$ cat config.mk
export PLATFORM = sky130hd
export DESIGN_NAME = ps2_word_receiver
export DESIGN_NICKNAME = d
export VERILOG_FILES = /design/src/rtl/ps2_word_receiver.sv
export SDC_FILE = /design/constraint.sdc
export NUM_CORES = 1
export LEC_CHECK = 0
export CORE_MARGIN = 5
export CORE_UTILIZATION = 60
export CTS_BUF_LIST = sky130_fd_sc_hd__clkbuf_16
export CTS_CLUSTER_DIAMETER = 120
export DETAILED_ROUTE_END_ITERATION = 16
export PLACE_DENSITY = 0.85
export SYNTH_ARGS = -nofsm -noshare
export SYNTH_HDL_FRONTEND = slang
export SYNTH_SLANG_ARGS = --single-unit
$ cat constraint.sdc
create_clock -name clk -period 7.08 [get_ports clk]
set_clock_uncertainty 0.1 [all_clocks]
set_input_delay 1.062 -clock clk [delete_from_list [all_inputs] [get_ports clk]]
set_output_delay 1.062 -clock clk [all_outputs]
set_load 0.05 [all_outputs]
$ cat src/rtl/ps2_word_receiver.sv
// PS/2 device-to-host receiver: synchronise, filter ps2c, deserialise and check 11-bit
// frames, and pack NBYTES valid bytes into one word. Define PS2_PARITY_CHECK_EN to reject bad parity.
module ps2_word_receiver #(
    parameter int unsigned NBYTES      = 4,
    parameter int unsigned FILTER_LEN  = 8,
    parameter int unsigned TIMEOUT_CYC = 50000
) (
    input  logic                         clk,
    input  logic                         reset,
    input  logic                         ps2d,
    input  logic                         ps2c,
    input  logic                         rx_en,
    output logic [7:0]                   byte_out,
    output logic                         byte_tick,
    output logic [8*NBYTES-1:0]          word_out,
    output logic                         listo,
    output logic [$clog2(NBYTES+1)-1:0]  byte_cnt,
    output logic                         frame_err,
    output logic                         parity_err
);

    localparam int unsigned CW = $clog2(NBYTES + 1);
    localparam int unsigned WW = $clog2(TIMEOUT_CYC + 1);
    localparam int unsigned AW = 8 * NBYTES;

    typedef enum logic [1:0] {StIdle, StData, StCheck} state_e;

    logic [1:0]            ps2c_sync_q;
    logic [1:0]            ps2d_sync_q;
    logic [FILTER_LEN-1:0] taps_q;
    logic                  filt_q;
    logic                  fall_tick;

    state_e          state_q;
    logic [3:0]      bit_cnt_q;
    logic [10:0]     frame_q;
    logic [WW-1:0]   wdog_q;
    logic [AW-1:0]   acc_q;
    logic [AW-1:0]   acc_next;
    logic            frame_ok;
    logic            par_bad;
    logic            word_done;

    // Synchronisers and filter idle high so reset release never looks like a falling edge.
    always_ff @(posedge clk or posedge reset) begin
        if (reset) begin
            ps2c_sync_q <= 2'b11;
            ps2d_sync_q <= 2'b11;
            taps_q      <= '1;
            filt_q      <= 1'b1;
        end else begin
            ps2c_sync_q <= {ps2c_sync_q[0], ps2c};
            ps2d_sync_q <= {ps2d_sync_q[0], ps2d};
            taps_q      <= {taps_q[FILTER_LEN-2:0], ps2c_sync_q[1]};
            if (taps_q == '0) begin
                filt_q <= 1'b0;
            end else if (&taps_q) begin
                filt_q <= 1'b1;
            end
        end
    end

    assign fall_tick = filt_q & (taps_q == '0);

    // frame_q = {stop, parity, d7..d0, start}
    always_comb begin
        frame_ok  = ~frame_q[0] & frame_q[10];
        word_done = (byte_cnt == CW'(NBYTES - 1));
        acc_next  = acc_q << 8;
        acc_next[7:0] = frame_q[8:1];
    end

`ifdef PS2_PARITY_CHECK_EN
    assign par_bad = ~(^frame_q[9:1]);
`else
    logic unused_parity;
    assign unused_parity = frame_q[9];
    assign par_bad       = 1'b0;
`endif

    always_ff @(posedge clk or posedge reset) begin
        if (reset) begin
            state_q    <= StIdle;
            bit_cnt_q  <= '0;
            frame_q    <= '0;
            wdog_q     <= '0;
            acc_q      <= '0;
            byte_out   <= '0;
            byte_tick  <= 1'b0;
            word_out   <= '0;
            listo      <= 1'b0;
            byte_cnt   <= '0;
            frame_err  <= 1'b0;
            parity_err <= 1'b0;
        end else begin
            byte_tick  <= 1'b0;
            listo      <= 1'b0;
            frame_err  <= 1'b0;
            parity_err <= 1'b0;
            unique case (state_q)
                StIdle: begin
                    if (fall_tick && rx_en) begin
                        frame_q   <= {ps2d_sync_q[1], frame_q[10:1]};
                        bit_cnt_q <= 4'd10;
                        wdog_q    <= '0;
                        state_q   <= StData;
                    end
                end
                StData: begin
                    if (!rx_en) begin
                        state_q <= StIdle;
                    end else if (fall_tick) begin
                        frame_q   <= {ps2d_sync_q[1], frame_q[10:1]};
                        bit_cnt_q <= bit_cnt_q - 4'd1;
                        wdog_q    <= '0;
                        if (bit_cnt_q == 4'd1) begin
                            state_q <= StCheck;
                        end
                    end else if (wdog_q == WW'(TIMEOUT_CYC - 1)) begin
                        frame_err <= 1'b1;
                        state_q   <= StIdle;
                    end else begin
                        wdog_q <= wdog_q + 1'b1;
                    end
                end
                StCheck: begin
                    state_q <= StIdle;
                    if (!frame_ok) begin
                        frame_err <= 1'b1;
                    end else if (par_bad) begin
                        parity_err <= 1'b1;
                    end else begin
                        byte_out  <= frame_q[8:1];
                        byte_tick <= 1'b1;
                        acc_q     <= acc_next;
                        if (word_done) begin
                            word_out <= acc_next;
                            listo    <= 1'b1;
                            byte_cnt <= '0;
                        end else begin
                            byte_cnt <= byte_cnt + 1'b1;
                        end
                    end
                end
                default: state_q <= StIdle;
            endcase
        end
    end

endmodule
==> results of run 1 <==
-- cells by family (layout without fill, tap and decap cells) --
kind of cell,after synthesis,count (layout),synth area share
buffers and inverters,35,81,0.0440
multiplexers,44,44,0.107
flip-flops,108,108,0.590
adder cells (fa/ha/maj),7,7,0.0190
AND/OR/NAND/NOR,152,152,0.159
other,1,1,0.000814
AO/OA/AOI/OAI,54,54,0.0796
-- worst paths after layout --
check,start,to,slack [ns],depth (start not counted)
worst max-delay path,byte_out[5],byte_out[5],4.33,1
worst min-delay path,ps2d_sync_q[0],ps2d_sync_q[1],0.26,0
worst max register to register,wdog_q[0],wdog_q[7],4.61,6
worst min register to register,ps2d_sync_q[0],ps2d_sync_q[1],0.26,0
max in group asynchronous,reset,state_q[0],4.67,3
min in group asynchronous,reset,word_out[28],0.95,2
-- state kept, by name (all words and copies together), names as in the netlist, 3 cells and up --
register,count
byte_cnt,3
acc_q,17
byte_out,7
taps_q,8
frame_q,11
wdog_q,16
bit_cnt_q,4
word_out,32
-- cell type report --
class                           instances  area share
Tap cell                              102      0.0236
Timing Repair Buffer                   54      0.0983
Clock inverter                          6      0.0107
Inverter                               12     0.00881
Sequential cell                       108       0.504
Multi-Input combinational cell        258       0.313
Clock buffer                            9      0.0417
-- metrics by stage --
stage,cell area (um2),hold slack (ns),instances
floorplan,4610,0.245,401
global placement,5110,0.246,534
detailed placement,5110,0.247,534
CTS,5400,0.258,549
global route,5400,0.259,549
finish,5400,0.256,549
-- metal layers --
layer | wire [um] | track usage | vias up
met5 | 0 | 0 | -
met4 | 181 | 0.0788 | 0
met3 | 356 | 0.0309 | 14
met2 | 4410 | 0.313 | 70
met1 | 3870 | 0.264 | 1565
li1 | - | - | 1471
-- power breakdown --
group	total (mW)	internal [mW]	switching, mW
logic	0.0227	0.00510	0.0176
clock network	0.472	0.245	0.227
registers	0.630	0.625	0.00488
total	1.12	0.875	0.250
-- layout by cell type, fill, tap and decap left out, types with 2 or more instances in the layout --
master,instances
sky130_fd_sc_hd__dfstp_2,13
sky130_fd_sc_hd__inv_8,2
sky130_fd_sc_hd__clkdlybuf4s50_1,50
sky130_fd_sc_hd__or4_4,2
sky130_fd_sc_hd__clkbuf_16,9
sky130_fd_sc_hd__a31oi_1,4
sky130_fd_sc_hd__buf_4,4
sky130_fd_sc_hd__nand3b_1,2
sky130_fd_sc_hd__a21boi_0,3
sky130_fd_sc_hd__a21oi_1,6
sky130_fd_sc_hd__o41ai_1,2
sky130_fd_sc_hd__o31ai_1,7
sky130_fd_sc_hd__nand2_1,90
sky130_fd_sc_hd__nand4_1,6
sky130_fd_sc_hd__nor2_1,15
sky130_fd_sc_hd__o21ai_0,18
sky130_fd_sc_hd__o21ai_1,3
sky130_fd_sc_hd__nor3_1,2
sky130_fd_sc_hd__or3_1,3
sky130_fd_sc_hd__o21ai_2,5
sky130_fd_sc_hd__clkinv_4,3
sky130_fd_sc_hd__dfrtp_1,95
sky130_fd_sc_hd__ha_1,7
sky130_fd_sc_hd__mux2_2,43
sky130_fd_sc_hd__inv_1,10
sky130_fd_sc_hd__nand2b_1,3
sky130_fd_sc_hd__nor4_1,5
sky130_fd_sc_hd__nand3_1,10
-- Yosys cell counts, drive strengths merged (3+ instances only) --
| master | number | area, um2 |
|---|---|---|
| a21boi | 3 | 22.5 |
| buf | 15 | 118 |
| or3 | 3 | 18.8 |
| inv | 11 | 41.3 |
| nand3 | 10 | 50.1 |
| nand4 | 7 | 50.1 |
| dfstp | 13 | 342 |
| a31oi | 4 | 25.0 |
| nor4 | 5 | 31.3 |
| nand2 | 91 | 349 |
| o21ai | 27 | 165 |
| dfrtp | 95 | 2380 |
| nand2b | 3 | 18.8 |
| nor3 | 3 | 26.3 |
| a21oi | 6 | 30.0 |
| nor2 | 16 | 60.1 |
| o31ai | 7 | 52.6 |
| clkbuf | 8 | 40.0 |
| ha | 7 | 87.6 |
| or4 | 4 | 38.8 |
| mux2 | 43 | 484 |
==> reports/metrics.yaml, run 1 <==
post_cts.repair.setup_buffers: 0
critPathArrivalTime_ns: 1.59
critical-path-top-delay-family: "buffers and inverters"
syn-instance-count: 401
synth.cell_area_um2: 4610
cp_slowest_stage_delay_ns: 0.84
number_of_fill_cells: 524
cp_cell_sequence: "clkdlybuf4s50_1"
route.detailed.wl_per_inst_um: 16.1
worst_path_class_setup: "flip-flop to output port"
grt_pass1_vias: 3153
synth_fp_nets: 413
root_buffer_selected_by_cts: "sky130_fd_sc_hd__clkbuf_16"
routed_via_density: 5.68
initial_core_util: 0.606
final_core_util: 0.709
worstHoldPathType: "flip-flop to flip-flop"
dieHeight_um: 97.6
remaining_drc_errors: 0
totalPowerFinal_mw: 1.12
crit_path_top_delay_cell: "sky130_fd_sc_hd__clkdlybuf4s50_1"
grt_setup_unrepaired: "false"
clkSlewWorstSetupHoldPaths_ns: 0.07
clk_path_buf_depth: 2
tightestPinTransition_ns: 0.939
drc_violation_total_after_the_first_tritonroute_iteration: 210
fin_crit_sh: 0.389
globalRoute.totalOverflow: 0
ys_warn_count: 0
endpoint_kind: "output port"
detail_route.first_pass.iterations: 4
synth_area_per_cell_um2: 11.5
multi_input_area_um2: 1690
slew-limit-headroom: 0.374
io_buffer_count: 50
rows: 32
design.core.area_um2: 7610
finalWeightedCongestion: 0.778
critical_path_peak_fanout: 4
cts_tree: "done"
status: "finished clean"
first_pass_grt_wire_length_um: 15200
final.setup.tns_ns: 0
p_per_area_nw_per_um2: 208
ir_drop_mv: 0.155
postSynthRegisterBits: 108
num_vias: 3120
area_delta_synth_final_pct: 17.1
ff_latch_area_um2: 2720
tritoncts.num_buffers: 9
finalSetupViolations: 0
n_antenna_cell: 0
start_kind: "flip-flop"
chipWidth_um: 97.6
cts.sink_count: 108
design.final.nets: 455
htree_num_levels: 3
final-hold-violation-count: 0
preCtsSetupSlack_ns: 4.12
timing.fmax_ghz: 0.364
boundaryPins: 52
cp.required_ns: 5.92
timing_max_transition_violations_final: 0
drtAntennaViolNets: 0
cts_hold_repair.buffers: 0
synth_enable_flop_cells: 0
critical_path_buf_inv_count: 1
clkLatencyLatePin_ns: 0.34
synth_flop_type: "sky130_fd_sc_hd__dfrtp_1"
grt_start_max_net_pins: 80
ys_async_sr_fraction: 1.00
leakagePower_nw: 2.51
place.detailed.hpwl_um: 5870
dieArea_um2: 9530
portion_of_the_post_synthesis_area_used_by_sequential_elements: 0.590
grtUsageTotal: 0.194
worst_setup_slack_after_layout_ns: 4.33
post_route_cells_drive_above_1_share: 0.208
cts-resized-gates: 0
final_period_minus_worst_setup_slack_ns: 2.75
routed_wirelength_um: 8820
post_synthesis_cell_type_count: 51
antenna_violations_before_repair: 0
max_cap_violations: 0
No activity file was read; power rests on OpenSTA's default activity.
==> inputs of run 2 (changes only) <==
- CORE_UTILIZATION: 60 -> 50
- PLACE_DENSITY: 0.85 -> 0.76
- clock period: 7.08 -> 2.5 ns (I/O delays scaled with it)
==> run 2 against run 1 <==
Compared with the run above:
- clock power rose to 2.8 times the previous value
- wire length is 0.94% lower
- sequential cell count stayed put
- total power rose to 2.8 times the previous value
==> reports/metrics.yaml, run 2 (same netlist as run 1, synthesis figures left out) <==
globalRoute.totalOverflow: 0  # unchanged
remaining_drc_errors: 0  # unchanged
tritoncts.num_buffers: 9  # unchanged
final_period_minus_worst_setup_slack_ns: 2.33
first_pass_grt_wire_length_um: 15100  # -0.36%
preCtsSetupSlack_ns: 0.182  # -3.94 ns
max_cap_violations: 0  # unchanged
cp.required_ns: 2.66  # -3.26 ns
clk_path_buf_depth: 2  # unchanged
met2WireLength_um: 4090  # -7.3%
final-hold-violation-count: 0  # unchanged
place.detailed.hpwl_um: 5950  # +1.4%
htree_num_levels: 3  # unchanged
dieArea_um2: 11200  # +18%
grt_pass1_vias: 3013  # -4.4%
reg2regPathDepth: 5  # -1
status: "finished clean"
critical_path_peak_fanout: 15  # +11
power_switching_mw: 0.687  # +170%
critPathArrivalTime_ns: 2.48  # +0.89 ns
final.setup.tns_ns: 0  # unchanged
initial_core_util: 0.506  # -0.0998
num_vias: 3058  # -2.0%
routedLengthMet1_um: 4200  # +8.7%
cts-resized-gates: 0  # unchanged
post_cts.repair.setup_buffers: 0  # unchanged
grtUsageTotal: 0.165  # -0.0290
clkLatencyLatePin_ns: 0.34  # about the same
max_reg_flops: 32  # unchanged
sw_frac_of_total: 0.218  # -0.00454
routed_via_density: 5.42  # -4.6%
slew-limit-headroom: 0.492  # +0.118
worst_path_class_setup: "flip-flop to flip-flop"
cts_tree: "done"
endpoint_kind: "flip-flop"
timing.fmax_ghz: 0.429
finalSetupViolations: 0  # unchanged
fin_crit_sh: 0.932
p_per_area_nw_per_um2: 577  # +180%
final_common_cell: "sky130_fd_sc_hd__dfrtp_1"
number_of_fill_cells: 742  # +42%
detail_route.first_pass.iterations: 4  # unchanged
grt_start_max_net_pins: 85  # +6.3%
post_route_cells_drive_above_1_share: 0.216  # +0.00828
largest-register: "word_out"
layout.cells.most_common_list: "95 x sky130_fd_sc_hd__dfrtp_1, 90 x sky130_fd_sc_hd__nand2_1, 50 x sky130_fd_sc_hd__clkdlybuf4s50_1"
start_kind: "flip-flop"
design.core.area_um2: 9110  # +20%
hold-path-cell-count: 0  # unchanged
chipWidth_um: 106  # +8.6%
wl_met3_um: 354  # -0.56%
n_antenna_cell: 0  # unchanged
worst_setup_slack_after_layout_ns: 0.170  # -4.16 ns
io_buffer_count: 50  # unchanged
ir_drop_mv: 0.462  # +200%
finalWeightedCongestion: 0.866  # +11%
design.final.nets: 461  # +1.3%
boundaryPins: 52  # unchanged
worstHoldPathType: "flip-flop to flip-flop"
power_report.internal_total_mw: 2.47  # +180%
drc_violation_total_after_the_first_tritonroute_iteration: 143  # -32%
tightestPinTransition_ns: 0.751  # -0.188 ns
clock_power_share: 0.413  # -0.007
routed.top_layer: "met4"
root_buffer_selected_by_cts: "sky130_fd_sc_hd__clkbuf_16"
comb_power_share: 0.022  # +0.002
antenna_violations_before_repair: 0  # unchanged
cts_hold_repair.buffers: 0  # unchanged
dieHeight_um: 106  # +8.6%
routed_wirelength_um: 8730  # -0.94%
reg.largest.list: "word_out x32, acc_q x17, wdog_q x16"
grt_setup_unrepaired: "false"
route.detailed.wl_per_inst_um: 15.5  # -3.6%
timing_max_transition_violations_final: 0  # unchanged
area_delta_synth_final_pct: 18.7
drtAntennaViolNets: 0  # unchanged
rows: 35  # +9.4%
clkSlewWorstSetupHoldPaths_ns: 0.07  # about the same
leakagePower_nw: 2.53  # +1.1%
cts.sink_count: 108  # unchanged
power.sequential.fraction: 0.565  # +0.005
## run 2: cell types whose count changed in the layout (fill, tap and decap cells not counted)
cell / before / now
sky130_fd_sc_hd__buf_12: 0 / 2
sky130_fd_sc_hd__buf_4: 4 / 8
sky130_fd_sc_hd__clkinv_1: 1 / 2
sky130_fd_sc_hd__clkinvlp_4: 0 / 1
sky130_fd_sc_hd__inv_4: 1 / 0
sky130_fd_sc_hd__inv_6: 1 / 2
sky130_fd_sc_hd__inv_8: 2 / 0
## run 2: per-stage QoR
step	std cells	total power [mW]	utilization	cell area [um2]	hold slack [ns]
6_report	564	3.15	0.600	5470	0.254
5_1_grt	564	3.28	0.600	5470	0.260
2_1_floorplan	401	1.86	-	4610	0.245
4_1_cts	564	3.19	0.600	5470	0.258
3_3_place_gp	549	1.88	0.570	5200	0.247
3_5_place_dp	549	1.89	0.570	5200	0.249
## run 2: cell type report
cell class / count / area, um2 / area share
Sequential cell: 108 / 2720 / 0.497
Clock inverter: 6 / 47.5 / 0.00869
Timing Repair Buffer: 60 / 601 / 0.110
Multi-Input combinational cell: 258 / 1690 / 0.309
Inverter: 12 / 48.8 / 0.00892
Clock buffer: 9 / 225 / 0.0412
Tap cell: 111 / 139 / 0.0254
## run 2: worst max-delay path, cell delays in order, from the launching register on
cell and delay (ns):
sky130_fd_sc_hd__dfrtp_1 0.49, sky130_fd_sc_hd__or4_1 0.55, sky130_fd_sc_hd__o41a_4 0.40, sky130_fd_sc_hd__o21ai_4 0.43, sky130_fd_sc_hd__o21ai_0 0.18, sky130_fd_sc_hd__o21ai_0 0.10
## run 2: power by group through the flow
stage / clock network (mW) / logic [mW] / registers, mW
2_1_floorplan: 0 / 0.0479 / 1.81
3_3_place_gp: 0 / 0.0703 / 1.81
3_5_place_dp: 0 / 0.0716 / 1.82
4_1_cts: 1.34 / 0.0718 / 1.78
5_1_grt: 1.42 / 0.0800 / 1.78
6_report: 1.30 / 0.0688 / 1.78
## run 2: per-layer routing
metal / up-vias / GRT usage
met2: 75 / 0.256
met5: - / 0
li1: 1471 / -
met1: 1504 / 0.236
met4: 0 / 0.0500
met3: 8 / 0.0322
## run 2: final timing paths
kind | startpoint | slack [ns] | to
max | wdog_q[7] | 0.17 | wdog_q[2]
min | ps2d_sync_q[0] | 0.25 | ps2d_sync_q[1]
max reg2reg | wdog_q[7] | 0.17 | wdog_q[2]
min reg2reg | ps2d_sync_q[0] | 0.25 | ps2d_sync_q[1]
max in group asynchronous | reset | 1.50 | byte_cnt[0]
min in group asynchronous | reset | 0.36 | ps2c_sync_q[0]
==> inputs of run 3 (changes only) <==
- ABC_AREA: not set -> 1
- CORE_ASPECT_RATIO: not set -> 1.5
- CORE_UTILIZATION: 50 -> 51
- PLACE_DENSITY: 0.76 -> 0.77
==> run 3 against run 2 <==
Compared with the run above:
- cell area grew 2.0%
- setup slack gained 0.21 ns
- sequential power grew 3%
- synthesized area grew 3.3%
- non-clock buffer count shrank 6
- global-route usage grew 1.4 points
- die area grew 1.5%
- register-to-register slack gained 0.27 ns
- total power grew 18%
- synthesized cell count grew 35%
- sequential share of layout area shrank 0.96 points
- via count grew 16%
- largest cell class unchanged
==> reports/metrics.yaml, run 3 <==
htree_num_levels: 3  # unchanged
max_cap_violations: 0  # unchanged
final_common_cell: "sky130_fd_sc_hd__nand2_1"
post-synth-top-area-cell: "sky130_fd_sc_hd__dfrtp_1"
tritoncts.num_buffers: 9  # unchanged
final.setup.tns_ns: 0  # unchanged
grt_setup_unrepaired: "false"
layout.cells.most_common_list: "173 x sky130_fd_sc_hd__nand2_1, 95 x sky130_fd_sc_hd__dfrtp_1, 53 x sky130_fd_sc_hd__o21ai_0"
max_reg_flops: 32  # unchanged
timing.fmax_ghz: 0.472  # +10%
cts_hold_repair.buffers: 0  # unchanged
worst_setup_slack_after_layout_ns: 0.383  # +0.213 ns
ir_drop_mv: 0.520  # +12%
cts.sink_count: 108  # unchanged
post-synth-top-count-cell: "sky130_fd_sc_hd__nand2_1"
largest-register: "word_out"
antenna_violations_before_repair: 0  # unchanged
io_buffer_count: 50  # unchanged
clk_path_buf_depth: 2  # unchanged
route.detailed.wl_per_inst_um: 13.2  # -15%
synth_area_leaders: "sky130_fd_sc_hd__dfrtp_1 50%, sky130_fd_sc_hd__nand2_1 14%, sky130_fd_sc_hd__dfstp_2 7.2%"
routed_wirelength_um: 9180  # +5.1%
synth_enable_flop_cells: 0  # unchanged
drc_violation_total_after_the_first_tritonroute_iteration: 355  # +150%
postSynthRegisterBits: 108  # unchanged
met2WireLength_um: 4790  # +17%
synth.cell_area_um2: 4760  # +3.3%
critical-path-top-delay-family: "buffers and inverters"
detail_route.first_pass.iterations: 4  # unchanged
number_of_fill_cells: 756  # +1.9%
timing_max_transition_violations_final: 0  # unchanged
design.core.area_um2: 9200  # +1.0%
fin_crit_sh: 0.847  # -0.0851
syn-instance-count: 541  # +35%
worst_path_class_setup: "flip-flop to output port"
post_synth_most_frequent_cells: "173 x sky130_fd_sc_hd__nand2_1, 95 x sky130_fd_sc_hd__dfrtp_1, 53 x sky130_fd_sc_hd__o21ai_0"
boundaryPins: 52  # unchanged
critPathArrivalTime_ns: 1.64  # -0.84 ns
grt_pass1_vias: 3509  # +16%
root_buffer_selected_by_cts: "sky130_fd_sc_hd__clkbuf_16"
wl_met3_um: 327  # -7.6%
slew-limit-headroom: 0.457  # -0.0352
status: "finished clean"
globalRoute.totalOverflow: 0  # unchanged
preCtsSetupSlack_ns: 0.423  # +0.241 ns
critical_path_peak_fanout: 4  # -11
post_cts.repair.setup_buffers: 0  # unchanged
cts-resized-gates: 0  # unchanged
ff_latch_area_um2: 2720  # unchanged
n_antenna_cell: 0  # unchanged
synth_fp_nets: 553  # +34%
crit_path_top_delay_cell: "sky130_fd_sc_hd__clkdlybuf4s50_1"
chipWidth_um: 88.9  # -16%
rows: 43  # +23%
critical_path_buf_inv_count: 1  # +1
cp_slowest_stage_delay_ns: 0.84  # +0.29 ns
clkLatencyLatePin_ns: 0.35  # about the same
first_pass_grt_wire_length_um: 16100  # +6.1%
finalSetupViolations: 0  # unchanged
area_delta_synth_final_pct: 17.1
dieArea_um2: 11400  # +1.5%
portion_of_the_post_synthesis_area_used_by_sequential_elements: 0.571  # -0.0189
num_vias: 3549  # +16%
tightestPinTransition_ns: 0.813  # +0.0621 ns
ys_async_sr_fraction: 1.00  # unchanged
cp_cell_sequence: "clkdlybuf4s50_1"
initial_core_util: 0.517  # +0.0116
final-hold-violation-count: 0  # unchanged
ys_warn_count: 0  # unchanged
finalWeightedCongestion: 0.844  # -2.6%
drtAntennaViolNets: 0  # unchanged
synth_flop_type: "sky130_fd_sc_hd__dfrtp_1"
synth_top_area_share: 0.499  # -0.0165
grt_start_max_net_pins: 78  # -8.2%
multi_input_area_um2: 1660  # -1.6%
routedLengthMet1_um: 3810  # -9.4%
cts_tree: "done"
p_per_area_nw_per_um2: 666  # +15%
remaining_drc_errors: 0  # unchanged
dieHeight_um: 128  # +21%
routed.top_layer: "met4"
start_kind: "flip-flop"
post_synthesis_cell_type_count: 32  # -37%
clkSlewWorstSetupHoldPaths_ns: 0.07  # about the same
cp.required_ns: 2.03  # -0.63 ns
final_period_minus_worst_setup_slack_ns: 2.12  # -0.213 ns
endpoint_kind: "output port"
worstHoldPathType: "flip-flop to flip-flop"
place.detailed.hpwl_um: 6390  # +7.3%
post_route_cells_drive_above_1_share: 0.0839  # -0.132
design.final.nets: 591  # +28%
synth_area_per_cell_um2: 8.80  # -23%
grtUsageTotal: 0.179  # +0.0137
leakagePower_nw: 2.55  # +0.75%
reg.largest.list: "word_out x32, acc_q x17, wdog_q x16"
routed_via_density: 5.10  # -6.0%
## run 3: cell families (layout without fill, tap and decap cells)
logic type               Yosys count  after routing  synth area share
AO/OA/AOI/OAI                     73             73            0.0807
XOR/XNOR                           5              5           0.00920
adder cells (fa/ha/maj)            7              7            0.0184
buffers and inverters             79            122            0.0796
flip-flops                       108            108             0.571
other                              1              1          0.000788
AND/OR/NAND/NOR                  268            268             0.240
## run 3: report_power, final
| group | switching (mW) | internal, mW |
|---|---|---|
| sequential | 0.0347 | 1.79 |
| combinational | 0.308 | 0.117 |
| clock | 0.666 | 0.794 |
## run 3: metal layers
metal | track usage | vias to the layer above
met3 | 0.0275 | 17
met5 | 0 | -
met4 | 0.0872 | 0
li1 | - | 1769
met1 | 0.224 | 1695
met2 | 0.298 | 68
## run 3: final cells by class
cell class / instances / area share
timing repair buffer: 54 / 0.0974
inverter: 52 / 0.0357
clock inverter: 7 / 0.0157
clock buffer: 9 / 0.0404
tap: 112 / 0.0251
sequential: 108 / 0.488
multi-input combinational: 354 / 0.298
## run 3: metrics by stage
step	area, um2	cells	total power, mW	util	hold WS (ns)
after global routing	5580	696	3.88	0.606	0.262
final	5580	696	3.71	0.606	0.258
after floorplan	4760	541	2.21	-	0.245
after CTS	5580	696	3.75	0.606	0.259
after detailed placement	5260	680	2.29	0.572	0.249
after global placement	5260	680	2.28	0.572	0.248
## run 3: worst paths after layout
check,from,endpoint,slack (ns),cells past startpoint
max,byte_cnt[2],byte_cnt[2],0.38,1
min,ps2c_sync_q[0],ps2c_sync_q[1],0.26,0
max reg2reg,state_q[0],word_out[15],0.44,7
min reg2reg,ps2c_sync_q[0],ps2c_sync_q[1],0.26,0
max in group asynchronous,reset,acc_q[22],1.34,3
min in group asynchronous,reset,bit_cnt_q[2],0.27,2
## run 3: worst register-to-register path, stage by stage, from the launching register on
cell and delay [ns]:
sky130_fd_sc_hd__dfrtp_1 0.40, sky130_fd_sc_hd__inv_1 0.09, sky130_fd_sc_hd__ha_1 0.19, sky130_fd_sc_hd__nand3_2 0.13, sky130_fd_sc_hd__nor3_4 0.31, sky130_fd_sc_hd__inv_2 0.41
sky130_fd_sc_hd__nand2_1 0.18, sky130_fd_sc_hd__o21ai_0 0.10
